### src/rtl/jtag_interface.sv
// IEEE 1149.1-style TAP controller with a 5-bit IR, BYPASS, optional IDCODE and one user data register.
// Define IDCODE_EN to build the 32-bit IDCODE register; without it, reset and Test-Logic-Reset select BYPASS.
module jtag_interface #(
  parameter int          IR_WIDTH     = 5,
  parameter int          DR_WIDTH     = 16,
  parameter logic [31:0] IDCODE_VALUE = 32'h1234_5001
) (
  input  logic                TCK,
  input  logic                TMS,
  input  logic                TDI,
  output logic                TDO,
  input  logic                TRST_N,
  output logic                TDO_EN,
  output logic [DR_WIDTH-1:0] USER_DATA,
  output logic [3:0]          TAP_STATE
);

  typedef enum logic [3:0] {
    TLR    = 4'hF, RTI    = 4'hC,
    SEL_DR = 4'h7, CAP_DR = 4'h6, SH_DR = 4'h2, EX1_DR = 4'h1,
    PA_DR  = 4'h3, EX2_DR = 4'h0, UPD_DR = 4'h5,
    SEL_IR = 4'h4, CAP_IR = 4'hE, SH_IR = 4'hA, EX1_IR = 4'h9,
    PA_IR  = 4'hB, EX2_IR = 4'h8, UPD_IR = 4'hD
  } tap_state_e;

  localparam logic [IR_WIDTH-1:0] IR_USER    = IR_WIDTH'(2);
  localparam logic [IR_WIDTH-1:0] IR_CAPTURE = IR_WIDTH'(1);
`ifdef IDCODE_EN
  localparam logic [IR_WIDTH-1:0] IR_IDCODE  = IR_WIDTH'(1);
  localparam logic [IR_WIDTH-1:0] IR_RESET   = IR_IDCODE;
`else
  localparam logic [IR_WIDTH-1:0] IR_RESET   = '1;
`endif

  // A device ID with bit 0 clear would be read by a debugger as a BYPASS register.
  if (IDCODE_VALUE[0] != 1'b1) begin : g_bad_idcode
    $error("IDCODE_VALUE bit 0 must be 1");
  end

  tap_state_e          state_q, state_d;
  logic [IR_WIDTH-1:0] ir_shift_q, ir_shift_d;
  logic [IR_WIDTH-1:0] ir_q, ir_d;
  logic                bypass_q, bypass_d;
  logic [DR_WIDTH-1:0] user_shift_q, user_shift_d;
  logic [DR_WIDTH-1:0] user_data_q, user_data_d;
  logic                tdo_q, tdo_d;
  logic                tdo_en_q, tdo_en_d;
  logic                sel_user;
  logic                sel_idcode;
  logic                idcode_lsb;

  assign sel_user = (ir_q == IR_USER);

`ifdef IDCODE_EN
  logic [31:0] idcode_shift_q, idcode_shift_d;

  assign sel_idcode = (ir_q == IR_IDCODE);
  assign idcode_lsb = idcode_shift_q[0];

  always_comb begin
    idcode_shift_d = idcode_shift_q;
    if (sel_idcode && state_q == CAP_DR) idcode_shift_d = IDCODE_VALUE;
    else if (sel_idcode && state_q == SH_DR) idcode_shift_d = {TDI, idcode_shift_q[31:1]};
  end

  always_ff @(posedge TCK or negedge TRST_N) begin
    if (!TRST_N) idcode_shift_q <= '0;
    else         idcode_shift_q <= idcode_shift_d;
  end
`else
  assign sel_idcode = 1'b0;
  assign idcode_lsb = 1'b0;
`endif

  // NOTE: every always_comb output gets a default before the case, so no path can infer a latch.
  always_comb begin
    state_d = state_q;
    unique case (state_q)
      TLR:    state_d = TMS ? TLR    : RTI;
      RTI:    state_d = TMS ? SEL_DR : RTI;
      SEL_DR: state_d = TMS ? SEL_IR : CAP_DR;
      CAP_DR: state_d = TMS ? EX1_DR : SH_DR;
      SH_DR:  state_d = TMS ? EX1_DR : SH_DR;
      EX1_DR: state_d = TMS ? UPD_DR : PA_DR;
      PA_DR:  state_d = TMS ? EX2_DR : PA_DR;
      EX2_DR: state_d = TMS ? UPD_DR : SH_DR;
      UPD_DR: state_d = TMS ? SEL_DR : RTI;
      SEL_IR: state_d = TMS ? TLR    : CAP_IR;
      CAP_IR: state_d = TMS ? EX1_IR : SH_IR;
      SH_IR:  state_d = TMS ? EX1_IR : SH_IR;
      EX1_IR: state_d = TMS ? UPD_IR : PA_IR;
      PA_IR:  state_d = TMS ? EX2_IR : PA_IR;
      EX2_IR: state_d = TMS ? UPD_IR : SH_IR;
      UPD_IR: state_d = TMS ? SEL_DR : RTI;
      default: state_d = TLR;
    endcase
  end

  // Capture, shift and update act on the edge that leaves the corresponding state.
  always_comb begin
    ir_shift_d   = ir_shift_q;
    ir_d         = ir_q;
    bypass_d     = bypass_q;
    user_shift_d = user_shift_q;
    user_data_d  = user_data_q;
    unique case (state_q)
      TLR:    ir_d       = IR_RESET;
      CAP_IR: ir_shift_d = IR_CAPTURE;
      SH_IR:  ir_shift_d = {TDI, ir_shift_q[IR_WIDTH-1:1]};
      UPD_IR: ir_d       = ir_shift_q;
      CAP_DR: begin
        if (sel_user)         user_shift_d = user_data_q;
        else if (!sel_idcode) bypass_d     = 1'b0;
      end
      SH_DR: begin
        if (sel_user)         user_shift_d = {TDI, user_shift_q[DR_WIDTH-1:1]};
        else if (!sel_idcode) bypass_d     = TDI;
      end
      UPD_DR: if (sel_user) user_data_d = user_shift_q;
      default: ;
    endcase
  end

  always_comb begin
    tdo_d    = 1'b0;
    tdo_en_d = 1'b0;
    if (state_q == SH_IR) begin
      tdo_d    = ir_shift_q[0];
      tdo_en_d = 1'b1;
    end else if (state_q == SH_DR) begin
      tdo_en_d = 1'b1;
      if (sel_user)        tdo_d = user_shift_q[0];
      else if (sel_idcode) tdo_d = idcode_lsb;
      else                 tdo_d = bypass_q;
    end
  end

  // NOTE: sequential state uses non-blocking assignments so every flop samples pre-edge values.
  always_ff @(posedge TCK or negedge TRST_N) begin
    if (!TRST_N) begin
      state_q      <= TLR;
      ir_shift_q   <= '0;
      ir_q         <= IR_RESET;
      bypass_q     <= 1'b0;
      user_shift_q <= '0;
      user_data_q  <= '0;
    end else begin
      state_q      <= state_d;
      ir_shift_q   <= ir_shift_d;
      ir_q         <= ir_d;
      bypass_q     <= bypass_d;
      user_shift_q <= user_shift_d;
      user_data_q  <= user_data_d;
    end
  end

  // TDO launches on the falling edge so the external sampler sees it stable at the next rising edge.
  always_ff @(negedge TCK or negedge TRST_N) begin
    if (!TRST_N) begin
      tdo_q    <= 1'b0;
      tdo_en_q <= 1'b0;
    end else begin
      tdo_q    <= tdo_d;
      tdo_en_q <= tdo_en_d;
    end
  end

  assign TDO       = tdo_q;
  assign TDO_EN    = tdo_en_q;
  assign USER_DATA = user_data_q;
  assign TAP_STATE = state_q;

endmodule

### config.mk
export PLATFORM = sky130hd
export DESIGN_NAME = jtag_interface
export DESIGN_NICKNAME = d
export VERILOG_FILES = /design/src/rtl/jtag_interface.sv
export SDC_FILE = /design/constraint.sdc
export NUM_CORES = 1
export LEC_CHECK = 0
export ABC_AREA = 0
export BUFFER_PORTS_ARGS = -buffer_cell sky130_fd_sc_hd__buf_2
export CORE_ASPECT_RATIO = 1.4
export CORE_MARGIN = 5
export CORE_UTILIZATION = 40
export DETAILED_ROUTE_END_ITERATION = 6
export REMOVE_ABC_BUFFERS = 1
export SLEW_MARGIN = 5
export SYNTH_ARGS = -nofsm -noshare
export SYNTH_HDL_FRONTEND = slang
export SYNTH_SLANG_ARGS = --single-unit
### constraint.sdc
create_clock -name TCK -period 4.4 [get_ports TCK]
set_input_delay 0.44 -clock TCK [delete_from_list [all_inputs] [get_ports TCK]]
set_output_delay 0.44 -clock TCK [all_outputs]
set_load 0.05 [all_outputs]
# Word level (Yosys, flattened, before mapping)
# Index checks and enable logic that the tools add are counted.
[word_totals]
output_inout_bits = 22
wordCells = 64
ff_bits = 49
[op_classes]
n_mux = 26
eq_ne = 20
n_reduce_logical = 10
[op_table]
columns = ["cell", "count"]
rows = [
  ["case mux 4 bit (12 select lines)", 1],
  ["== test 4 bit, second input constant", 8],
  ["two-way mux 16 bit", 2],
  ["case mux 16 bit (2 select lines)", 1],
  ["case mux 5 bit (2 select lines)", 2],
  ["== test 4 x 3 -> 1 bit, second input constant", 4],
  ["two-way mux 2 bit", 6],
  ["two-way mux 3 bit", 4],
  ["== test 4 x 2 -> 1 bit, second input constant", 2],
  ["two-way mux 1 bit", 8],
  ["!= test 2 bit, second input constant", 4],
  ["AND reduction 3 bit", 2],
  ["nonzero test 2 bit", 3],
  ["== test 5 x 2 -> 1 bit, second input constant", 1],
  ["== test 4 x 1 -> 1 bit, second input constant", 1],
  ["logical NOT 4 bit", 1],
  ["two-way mux 4 bit", 1],
  ["OR reduction 2 bit", 2],
  ["OR reduction 3 bit", 1],
  ["case mux 1 bit (2 select lines)", 1],
  ["AND reduction 2 bit", 1],
]

# Depth between registers and ports, before layout
[logic_depth]
ltp_word = 4
mapped_depth = 5

==> results.txt <==
Vias - 1356
Layout cells sized above 1 - 49.5%
H-tree levels - 2
Flop2flop setup slack - 0.49 ns
Routability congestion estimate - 0.820
R2R Path End - TDO$_DFF_NN0_
Critical path required time - 2.34 ns
Slew Limit Headroom - 24.8%
Pin count of the biggest net entering global routing - 44
R2R depth - 3
Sequential area share after synthesis - 55.0%
RSZ-0062 raised after global routing - no
Synth area leader - dfrtp_1
Synth area leaders - dfrtp_1, mux2_2, dfstp_2, mux2_4, o21ai_0
Gr usage total - 12.1%
Top_reg_cell synth - dfrtp_1
Dpl ws - 0.497 ns
Drt wl/cell - 15.6 um
Max_cap viols - 0
Vias in the first global route - 1433
Final WS setup - 0.487 ns
Post-synth top area share - 42.3%
CTS Buf Count - 5
Starting Density - 41.0%
Type of destination of the critical path - flop
Total negative slack - 0 ns
Setup violations, final - 0
Critical-path maximum fanout - 5
Final Power - 0.00124 W
Crit Reg-Reg Startpoint - ir_q[1]$_DFFE_PN1P_
GRT Residual Overflow - 0
Crit path arrival time - 1.85 ns
Status - complete, no violations
Syn Inst Count - 167
Diode count - 0
Final ANT Viol Nets - 0
Cell row count - 32
Clock sink count - 49
Root Buffer Master - clkbuf_8
First-pass GRT wire length - 6.89 mm
IO buf count - 25
CORE AREA - 5490 um^2
Number of synthesized register bits - 49
Antenna violations before repair - 0
Via density - 5.18
Cts repair resizes - 0
Post-CTS setup buffer count - 0
Worst path slowest cell - dfstp_2
WS Path Type - flop to flop
Synth cell count leaders - mux2_2, dfrtp_1, nand2_1
Delay-heaviest family, CP - flip-flops
Slowest stage delay, CP - 0.53 ns
Count of pins over their slew limit - 0
Post-synth cell types - 29
Residual DRC - 0
Most common cell in the netlist - mux2_2
Hold Path Class - input port to async pin
Max IR drop VDD - 0.179 mV
CTS clk-pin slew, worst paths - 0.08 ns
Actual slew at the worst max-slew pin - 1.12 ns
Boundary pin count - 26
Initial DRC count - 92
Area of the multi-input gates - 958 um^2
Die Span Y - 98.7 um
CTS Buffer Depth - 2
Dpl hpwl - 2.79 mm
Post-Synthesis Cell Area - 2250 um^2
Final Hold Viols - 0
Async set-reset flop share out of synthesis - 100%
Fillers - 478
Drt pass-1 iters - 4
Static leakage - 1.23 nW
Crit path depth - 3
Buf+Inv Stages, Crit Path - 0
Cell breakdown of the critical path - or4b_4, o21a_1, o311a_1
Worst-Skew Late Latency - 0.30 ns
Die X - 73.4 um
Yosys warnings - 0
Mean Syn Cell Area - 13.5 um^2
Post-CTS Hold Buffers - 0
Flip-flop and latch area - 1240 um^2
Number of synthesized flops with an enable pin - 0
Clock skew - 0.00822 ns
Synth-to-layout area growth - 12.0%
DIE AREA - 7240 um^2
Worst Setup Start Kind - flop
Nets@finish - 197
TritonCTS clock tree - done
Power Density - 492 nW/um^2
Final WL - 4.08 mm
[placed cells by master (no fill, tap or decap), types with 2 or more instances in the layout]
master / instances
dfrtn_1: 2
mux2_4: 10
a21oi_1: 3
nor2_1: 8
nor3b_1: 2
dfstp_2: 9
inv_1: 2
buf_2: 25
buf_4: 2
mux2_2: 40
nand2_1: 14
clkbuf_8: 6
nand2b_1: 7
o21ai_0: 12
dfrtp_1: 38
nor4_4: 2
clkbuf_1: 2
[registers in the layout, indices dropped and copies added (netlist names)]
register / count
USER_DATA: 16
ir_shift_q: 5
bypass_q: 1
TDO_EN: 1
TDO: 1
TAP_STATE: 4
user_shift_q: 16
ir_q: 5
[where the power goes]
part | internal, W | total (W) | switching [W]
clock | 0.000128 | 0.000268 | 0.000140
combinational | 0.000112 | 0.000316 | 0.000204
sequential | 0.000548 | 0.000654 | 0.000106
total | 0.000789 | 0.00124 | 0.000450
[cell type report]
class                   instances  share of cell area [%]
flip-flops and latches         49                    49.1
well taps                      68                    3.38
multi-input cells             108                    38.1
repair buffers                 27                    5.56
clock buffers                   8                    3.58
inverters                       2                   0.298
[routing by layer]
metal / wire [um] / vias to the layer above / global-route usage, %
met4: 61 / 0 / 4.18
met5: 0 / - / 0
met3: 182 / 7 / 3.47
met2: 2080 / 25 / 19.7
li1: - / 637 / -
met1: 1760 / 687 / 15.3
[cells by family after synthesis]
group | share of synthesized area, %
DFF | 55.0
and+or+nand+nor | 10.3
buffers and inverters | 2.73
muxes | 26.7
AOI/OAI and AO/OA | 5.23
[worst max path at each step]
stage	startpoint	endpoint	slack (ns)
2_1_floorplan	ir_q[1]$_DFFE_PN1P_	TDO$_DFF_NN0_	0.54
3_3_place_gp	ir_q[1]$_DFFE_PN1P_	TDO$_DFF_NN0_	0.52
5_1_grt	ir_q[1]$_DFFE_PN1P_	TDO$_DFF_NN0_	0.41
6_report	ir_q[1]$_DFFE_PN1P_	TDO$_DFF_NN0_	0.49
3_5_place_dp	ir_q[1]$_DFFE_PN1P_	TDO$_DFF_NN0_	0.50
4_1_cts	ir_q[1]$_DFFE_PN1P_	TDO$_DFF_NN0_	0.48
[per-stage QoR]
stage	hold WS (ns)	area, um^2	std cells	util, %
2_1_floorplan	0.144	2190	159	-
3_3_place_gp	0.473	2430	254	44.3
3_5_place_dp	0.489	2430	254	44.3
4_1_cts	0.175	2520	262	45.9
5_1_grt	0.183	2520	262	45.9
6_report	0.172	2520	262	45.9
Power figures use the tool's default switching activity.
